File: config.mk
export PLATFORM = sky130hd
export DESIGN_NAME = mux_arbiter
export DESIGN_NICKNAME = d
export VERILOG_FILES = /design/src/rtl/mux_arbiter.sv
export SDC_FILE = /design/constraint.sdc
export NUM_CORES = 1
export LEC_CHECK = 0
export CORE_MARGIN = 5
export CORE_UTILIZATION = 18
export DETAILED_ROUTE_END_ITERATION = 12
export GPL_TIMING_DRIVEN = 1
export PLACE_DENSITY = 0.75
export REMOVE_ABC_BUFFERS = 1
export SETUP_SLACK_MARGIN = 0.05
export SLEW_MARGIN = 15
export SYNTH_ARGS = -nofsm -noshare
export SYNTH_HDL_FRONTEND = slang
export SYNTH_SLANG_ARGS = --single-unit
File: constraint.sdc
create_clock -name clk -period 2 [get_ports clk]
set_input_delay 0.4 -clock clk [delete_from_list [all_inputs] [get_ports clk]]
set_output_delay 0.4 -clock clk [all_outputs]
set_load 0.01 [all_outputs]
File: src/rtl/mux_arbiter.sv
// rtl/mux_arbiter.sv - packet-level round-robin arbiter driving a 2:1 router output mux
// Locks one port per HEAD..TAIL packet; a flit-count watchdog force-releases runaway packets.
module mux_arbiter #(
  parameter int FLITW  = 66,
  parameter int MAXLEN = 32,
  parameter int CNTW   = 6
) (
  input  logic             clk,
  input  logic             rst_,
  input  logic [FLITW-1:0] idata_0,
  input  logic             ivalid_0,
  input  logic [FLITW-1:0] idata_1,
  input  logic             ivalid_1,
  input  logic             oready,
  output logic [1:0]       sel,
  output logic             iack_0,
  output logic             iack_1,
  output logic             busy,
  output logic             err
);

  typedef enum logic [1:0] {IDLE = 2'd0, LOCK0 = 2'd1, LOCK1 = 2'd2} state_t;

  localparam logic [1:0]      T_HEAD  = 2'b01;
  localparam logic [1:0]      T_TAIL  = 2'b11;
  localparam logic [CNTW-1:0] CNT_MAX = CNTW'(MAXLEN);

  state_t          state_q, state_d;
  logic            ptr_q, ptr_d;
  logic [CNTW-1:0] cnt_q, cnt_d, cnt_inc;
  logic            err_q, err_d;
  logic [1:0]      sel_q, sel_d;
  logic            busy_q, busy_d;

  logic [1:0] type_0, type_1, flit_type;
  logic       req_0, req_1, req_0_m, req_1_m;
  logic       xfer, rel;
  logic       unused_payload;

  assign type_0         = idata_0[FLITW-1:FLITW-2];
  assign type_1         = idata_1[FLITW-1:FLITW-2];
  assign req_0          = ivalid_0 && (type_0 == T_HEAD);
  assign req_1          = ivalid_1 && (type_1 == T_HEAD);
  assign cnt_inc        = cnt_q + CNTW'(1);
  assign unused_payload = ^{idata_0[FLITW-3:0], idata_1[FLITW-3:0]};

  always_comb begin
    state_d   = state_q;
    ptr_d     = ptr_q;
    cnt_d     = cnt_q;
    err_d     = 1'b0;
    iack_0    = 1'b0;
    iack_1    = 1'b0;
    xfer      = 1'b0;
    rel       = 1'b0;
    flit_type = 2'b00;
    req_0_m   = req_0;
    req_1_m   = req_1;

    case (state_q)
      LOCK0: begin
        xfer      = ivalid_0 && oready;
        iack_0    = xfer;
        flit_type = type_0;
        // a flit consumed this cycle cannot also open the next packet
        if (xfer) req_0_m = 1'b0;
      end
      LOCK1: begin
        xfer      = ivalid_1 && oready;
        iack_1    = xfer;
        flit_type = type_1;
        if (xfer) req_1_m = 1'b0;
      end
      default: ;
    endcase

    if (xfer) begin
      cnt_d = cnt_inc;
      if (flit_type == T_TAIL) begin
        rel = 1'b1;
      end else if (cnt_inc == CNT_MAX) begin
        rel   = 1'b1;
        err_d = 1'b1;
      end
    end

    // release re-arbitrates on the same edge with the rotated pointer
    if ((state_q != LOCK0 && state_q != LOCK1) || rel) begin
      ptr_d = rel ? (state_q == LOCK0) : ptr_q;
      if (req_0_m && (!req_1_m || !ptr_d)) state_d = LOCK0;
      else if (req_1_m)                    state_d = LOCK1;
      else                                 state_d = IDLE;
      if (state_d != IDLE) cnt_d = '0;
    end

    case (state_d)
      LOCK0:   sel_d = 2'b01;
      LOCK1:   sel_d = 2'b10;
      default: sel_d = 2'b00;
    endcase
    busy_d = (state_d != IDLE);
  end

  always_ff @(posedge clk or negedge rst_) begin
    if (!rst_) begin
      state_q <= IDLE;
      ptr_q   <= 1'b0;
      cnt_q   <= '0;
      err_q   <= 1'b0;
      sel_q   <= 2'b00;
      busy_q  <= 1'b0;
    end else begin
      state_q <= state_d;
      ptr_q   <= ptr_d;
      cnt_q   <= cnt_d;
      err_q   <= err_d;
      sel_q   <= sel_d;
      busy_q  <= busy_d;
    end
  end

  assign sel  = sel_q;
  assign busy = busy_q;
  assign err  = err_q;

endmodule

### After elaboration in Yosys (flattened, before gate mapping)

Index checks and enable logic that the tools add are counted.

* input bits: 137
* output and inout bits: 6
* word-level logic and storage cells: 51
* register bits: 13

* reductions and logical operators: 12
* eq/ne operators: 10
* $add $sub $neg: 1
* multiplexer cells: 22

Operators with widths (count)
* $mux 6: 3
* $mux 1: 12
* $eq 2x1->1 const B: 4
* $mux 2: 4
* $pmux 2 s2: 2
* $add 6x1->6 const B: 1
* $eq 2x2->1 const B: 3
* $eq 6x6->1 const B: 1
* $logic_and 1x1->1: 6
* $reduce_bool 2->1: 2
* $logic_not 1->1: 2
* $logic_or 1x1->1: 2
* $ne 2x1->1 const B: 1
* $ne 2x2->1 const B: 1
* $pmux 1 s2: 1

### Logic depth before layout (Yosys ltp)

* depth in word-level cells: 14
* depth in mapped cells: 8
* mapped depth without buffers: 8

### Worst setup path before layout

Ideal clock, no wire load.

* kind: register to register
* start point: reg state_q[0]
* end point: reg sel_q[1], in the netlist sel[1]
* required time: 1.879 ns
* cell stages (with the launch flop): 9
* setup time: 0.121 ns
* data arrival time: 1.964 ns
* buffers on the path: 0
* period minus slack after synthesis: 2.085 ns
* path slack: -0.085 ns
* path through: dfrtp_1 -> inv_1 -> ha_1 -> and3_2 -> a311oi_2 -> o21ai_2 -> and3_4 -> or3_1 -> a22o_1

* longest elaborated chain between the ends: 14
* elaborated cells between the ends (all ways): 25
* those cells by class: eq/ne: 7; mux: 12; reduce/logical: 6

Ends and longest elaborated chain
* from (decl): line 28 `state_t state_q, state_d;`
* from (signal assigned): line 113 `state_q <= state_d;`
* $eq 2x2->1 / $eq 2x1->1 (equally long branches): line 60, 89
* $pmux 2 s2: line 60 `case (state_q)`
* $eq 2x2->1: line 79 `if (flit_type == T_TAIL) begin`
* $mux 1: line 79
* $mux 1: line 77 `if (xfer) begin`
* $mux 1: line 89 `ptr_d = rel ? (state_q == LOCK0) : ptr_q;`
* $logic_not 1->1: line 90 `if (req_0_m && (!req_1_m || !ptr_d)) state_d = LOCK0;`
* $logic_or 1x1->1: line 90
* $logic_and 1x1->1: line 90
* $mux 2: line 90
* $mux 2: line 88 `if ((state_q != LOCK0 && state_q != LOCK1) || rel) begin`
* $mux 2 *: line 88
* $eq 2x2->1 / $eq 2x1->1 (equally long branches): line 96 `case (state_d)`
* $pmux 2 s2 *: line 96
* via sel_d[1]: line 32 `logic [1:0] sel_q, sel_d;`
* to (signal assigned): line 117 `sel_q <= sel_d;`
* to (decl): line 32

The timed path passes the listed nets; every way through them passes the cells marked *. The select of a mux whose other input is x is not followed.
A chain may end at the register's enable or synchronous reset.

### Final worst setup path

Ends and elaborated chain as after synthesis.

==> results.toml <==
[timing]
fin_skew_ns = 0.000871
setup_viol = 2
slew_violations = 0
holdWs_ns = 0.544
final-hold-violation-count = 0
rsz0062_at_grt = "yes"
setup_ws_ns = -0.0491
fin_crit_sh_pct = 102
fin_crit_ns = 2.05
setup_tns_ns = -0.0943
slew_headroom_pct = 59.6
fmax_mhz = 488
worstMarginPinSlew_ns = 0.605

[critical_path]
critPathCaptureType = "flop"
startpoint_type = "flop"
cp_data_arrival_time_ns = 2.17
crit_slowest_cell = "dfrtp_1"
crit_type = "flop to flop"
critPathMaxFanout = 4
crit_required_ns = 2.13
crit_chain = "inv_2 -> ha_2 -> buf_4 -> a311oi_4 -> o21ai_4 -> and3_4 -> or3_4 -> a22o_1"
slowest_delay_ns = 0.41

[final_layout]
diodes = 0
n_fill_cell = 473
area_growth_pct = 61.5
fin_nets = 264
final_cells = 174
fin_area_um2 = 1280
drive_gt1_share_pct = 33.6
post-route-util_pct = 29.6

[synth]
synth_edf_count = 0
ys_types = 33
ys_ff_latch = 13
syn_area_um2 = 793
synthCells = 84
synth_flop_cell = "dfrtp_1"
yosysWarnings = 0
seq_area_frac_synth_pct = 41.0
avgSynthCellArea_um2 = 9.44
async_reset_ff_share_pct = 100

[global_routing]
grt_util_met3_pct = 1.30
grt.met2_usage_pct = 11.9
grt_pass1_vias = 791
grt_pass1_wl_um = 3340
antenna_found_initial = 0
top_usage_layer = "met2"
grt_use_total_pct = 6.93
use_met1_pct = 8.28
grt_max_degree = 14
grt_overflow = 0

[clock_network]
cts_tree = "built"
cts_made_buffers = 3
worstSkewPairLatency_ns = 0.24
cts.sinks = 13
htree_levels = 1
hold_buffers = 0
root_buffer = "clkbuf_8"
clockBufferDepth = 2
clk_pin_slew_worst_paths_ns = 0.05

[floorplan]
ioPinCount = 143
die_y_um = 76.4
dieArea_um2 = 5830
die_x_um = 76.4
num_rows = 24
core_um2 = 4320
initial_core_util_pct = 18.3

[detailed_routing]
routedWlPerCell_um = 11.5
antenna_left = 0
firstDrtPassIters = 4
via_per_inst = 4.37
num_vias = 761
drtIter0Drc = 15
wl_um = 2010
drc = 0

[run]
max_cap_violations = 0

[place]
dp_cells = 167
place.detailed.hpwl_um = 1470
numPortBuffers = 14
post_dp_cell_area_um2 = 1130
gp_congestion = 0.837

[pwr]
power.leakage_nw = 0.571
p_per_area_nw_per_um2 = 519
peakVddDrop_mv = 0.189

[run_status]
status = "finished with violations"
violations = "negative setup slack"

[hold_path]
min_path_type = "input pin to asynchronous set/reset pin"
==> Yosys cell counts (all sizes together), types with 2 or more instances <==
cell,count,area share (%)
xor2,3,3.3
a21oi,3,1.9
nor2b,2,1.6
or2,3,2.4
nor3,5,3.2
o21ai,2,1.7
and3,5,4.7
nand2,5,2.4
xnor2,3,3.3
inv,2,0.95
nand3,3,1.9
nand4,2,1.6
a21o,2,1.9
ha,4,6.3
dfrtp,13,41
nor2,11,5.2
a22o,4,4.4
==> flip-flops by register name, indices dropped and copies added (netlist names) <==
| name | flops |
|---|---|
| cnt_q | 6 |
| sel | 2 |
| busy | 1 |
| state_q | 2 |
| ptr_q | 1 |
| err | 1 |
==> power breakdown <==
| part | switching (W) | internal (W) |
|---|---|---|
| clock network | 0.0000897 | 0.000140 |
| logic | 0.0000706 | 0.0000810 |
| registers | 0.00000767 | 0.000276 |
==> logic make-up (layout without fill, tap and decap cells) <==
kind of cell               after synthesis  after routing  synth area share [%]
and+or+nand+nor                         41             41                  28.1
AOI/OAI and AO/OA                       17             17                  16.6
DFF                                     13             13                  41.0
xor gates and xnor gates                 6              6                  6.63
adders and majority gates                4              4                  6.31
buffers and inverters                    3             41                  1.42
==> per-layer routing <==
| metal | share of wire [%] | wire length, um |
|---|---|---|
| met1 | 46 | 914 |
| met2 | 49 | 979 |
| met3 | 3.7 | 75 |
| met4 | 1.8 | 36 |
| met5 | 0 | 0 |
==> final cells by class <==
class | instances | area, um^2 | share of cell area [%]
clock buffer | 4 | 45.0 | 3.52
inverter | 2 | 7.51 | 0.586
multi-input combinational | 68 | 546 | 42.6
sequential | 13 | 325 | 25.4
tap | 52 | 65.1 | 5.08
timing repair buffer | 35 | 293 | 22.9
==> layout by cell type, fill, tap and decap left out, types with 3 or more instances in the layout <==
cell,count
buf_4,21
dfrtp_1,13
nor2_1,10
clkdlybuf4s50_1,10
nand2_1,5
a22o_1,4
nor3_1,4
dlygate4sd2_1,4
and3_1,3
xnor2_1,3
nand3_1,3
a21oi_1,3
xor2_1,3
clkbuf_8,3
==> path summary, 6_finish.rpt <==
path / start / end / slack (ns) / cells past startpoint
worst max-delay path: state_q[0] / sel[1] / -0.05 / 8
worst max register to register: state_q[0] / sel[1] / -0.05 / 8
worst min register to register: cnt_q[5] / cnt_q[5] / 0.58 / 2
min in group clk: cnt_q[5] / cnt_q[5] / 0.58 / 2
max in group asynchronous: rst_ / cnt_q[5] / 1.06 / 1
worst min-delay path: rst_ / sel[0] / 0.54 / 1
==> critical path: cells and delay by family, from the launching register on <==
family	cells	cell delay (ns)
AO/OA/AOI/OAI	3	0.64
AND/OR/NAND/NOR	2	0.49
flip-flops	1	0.41
buffers and inverters	2	0.21
adder cells (fa/ha/maj)	1	0.19
==> what timing repair did <==
action                     4_1_cts  5_1_grt
pin swaps                        8        6
setup endpoints to repair       14       13
setup buffers                    0        3
gates cloned                     0        0
resized for setup               16        7
==> metrics by stage <==
| stage | setup WS [ns] | total power, W |
|---|---|---|
| after detailed placement | -0.455 | 0.000424 |
| after CTS | -0.0387 | 0.000662 |
| final | -0.0491 | 0.000665 |
| after global routing | -0.0962 | 0.000708 |
| after floorplan | -0.0854 | 0.000343 |
| after global placement | -0.422 | 0.000422 |
No activity file was read; power rests on OpenSTA's default activity.
==> RTL change: new RTL, same flow settings <==
`CNTW`: 6 -> 5.
--- a/src/rtl/mux_arbiter.sv
+++ b/src/rtl/mux_arbiter.sv
@@ -5,3 +5,3 @@
   parameter int MAXLEN = 32,
-  parameter int CNTW   = 6
+  parameter int CNTW   = 5
 ) (
Formal check against the unedited RTL: no difference found for any inputs over 10 cycles, from zero or initial values and one cycle with rst_ low; that may be too few to reach the edited logic, so the function may still have changed.
==> RTL change against the original RTL <==
Synthesized area down 5.8%. Largest cell class unchanged. Wire length down 19%. Critical endpoint is now busy$_DFF_PN0_. Sequential share of layout area up 2.6 points. Worst setup slack better by 0.17 ns. Design area down 16%. Sequential cell count down 1. Register-to-register slack better by 0.22 ns.
Power is not compared: it rests on default switching activity, and its combinational part moved more than twofold at a synthesized area within 25%.
==> RTL change: results (changes against the original RTL) <==
* Status: complete, no violations
* Worst-path fanout max at 8 (+4)
* Finished Layout Cells at 151 (-13%)
* Total GRT Usage at 6.392% (-0.54 points)
* Reg2reg start: state_q[1]$_DFF_PN0_
* Reg-to-reg endpoint: busy$_DFF_PN0_
* R2r worst-path depth at 7 (-1)
* Layout cell share with drive strength beyond 1 at 20.79% (-13 points)
* Wire length of the first global-routing pass at 2.711 mm (-19%)
* Mux cell area share after synthesis at 1.340% (+1.3 points)
* Skew final at 0.0007197 ns (-0.0001516 ns)
* # setup viols final at 0 (-2)
* Number of global-route vias before repair at 660 (-17%)
* Fin Hold WS at 0.5106 ns (-0.03343 ns)
* Top post-synthesis cells by area: dfrtp_1 (40%), ha_1 (6.7%), nand2_1 (4.0%)
* Clock Sinks at 12 (-1)
* Worst EP arrival at 2.02 ns (-0.15 ns)
* FMAX at 531.1 MHz (+8.8%)
* Dpl ws at -0.1016 ns (+0.3533 ns)
* DR iter-0 viols at 17 (+2)
* Multi-input logic area at 446.7 um2 (-18%)
* Placed Area at 998.5 um2 (-12%)
* Critical setup path kind: primary input to register
* Xor and xnor area share after synthesis at 4.690% (-1.9 points)
* Post-Synth Adder-Cell Area at 6.700% (+0.39 points)
* Worst setup path start: idata_1[65]
* Placer Congestion at 0.8150 (-2.7%)
* Wire per inst at 10.70 um (-7.1%)
RTL change: cell type report:
type | instances | area share (%)
clock buffer | 4 | 5.128
inverter | 3 | 1.049
multi-input combinational | 60 | 41.61
sequential | 12 | 27.97
tap | 50 | 5.828
timing repair buffer | 22 | 18.41
RTL change: power groups by stage:
stage	clock, mW	combinational [mW]	sequential [mW]
finish	0.255	0.468	0.334
floorplan	0	0.258	0.338
global route	0.280	0.510	0.338
CTS	0.266	0.467	0.332
detailed placement	0	0.437	0.328
global placement	0	0.430	0.332
RTL change: timing repair:
action / CTS / global route
hold buffers: 0 / 0
endpoints found under the setup margin: 2 / 7
resized for setup: 6 / 3
RTL change: metal layers:
layer / GRT usage (%) / part of all wire [%] / vias up
li1: - / - / 335
met1: 8.778 / 52 / 280
met2: 8.976 / 41 / 17
met3: 1.216 / 5.8 / 2
met4: 4.348 / 1.5 / 0
met5: 0 / 0 / -
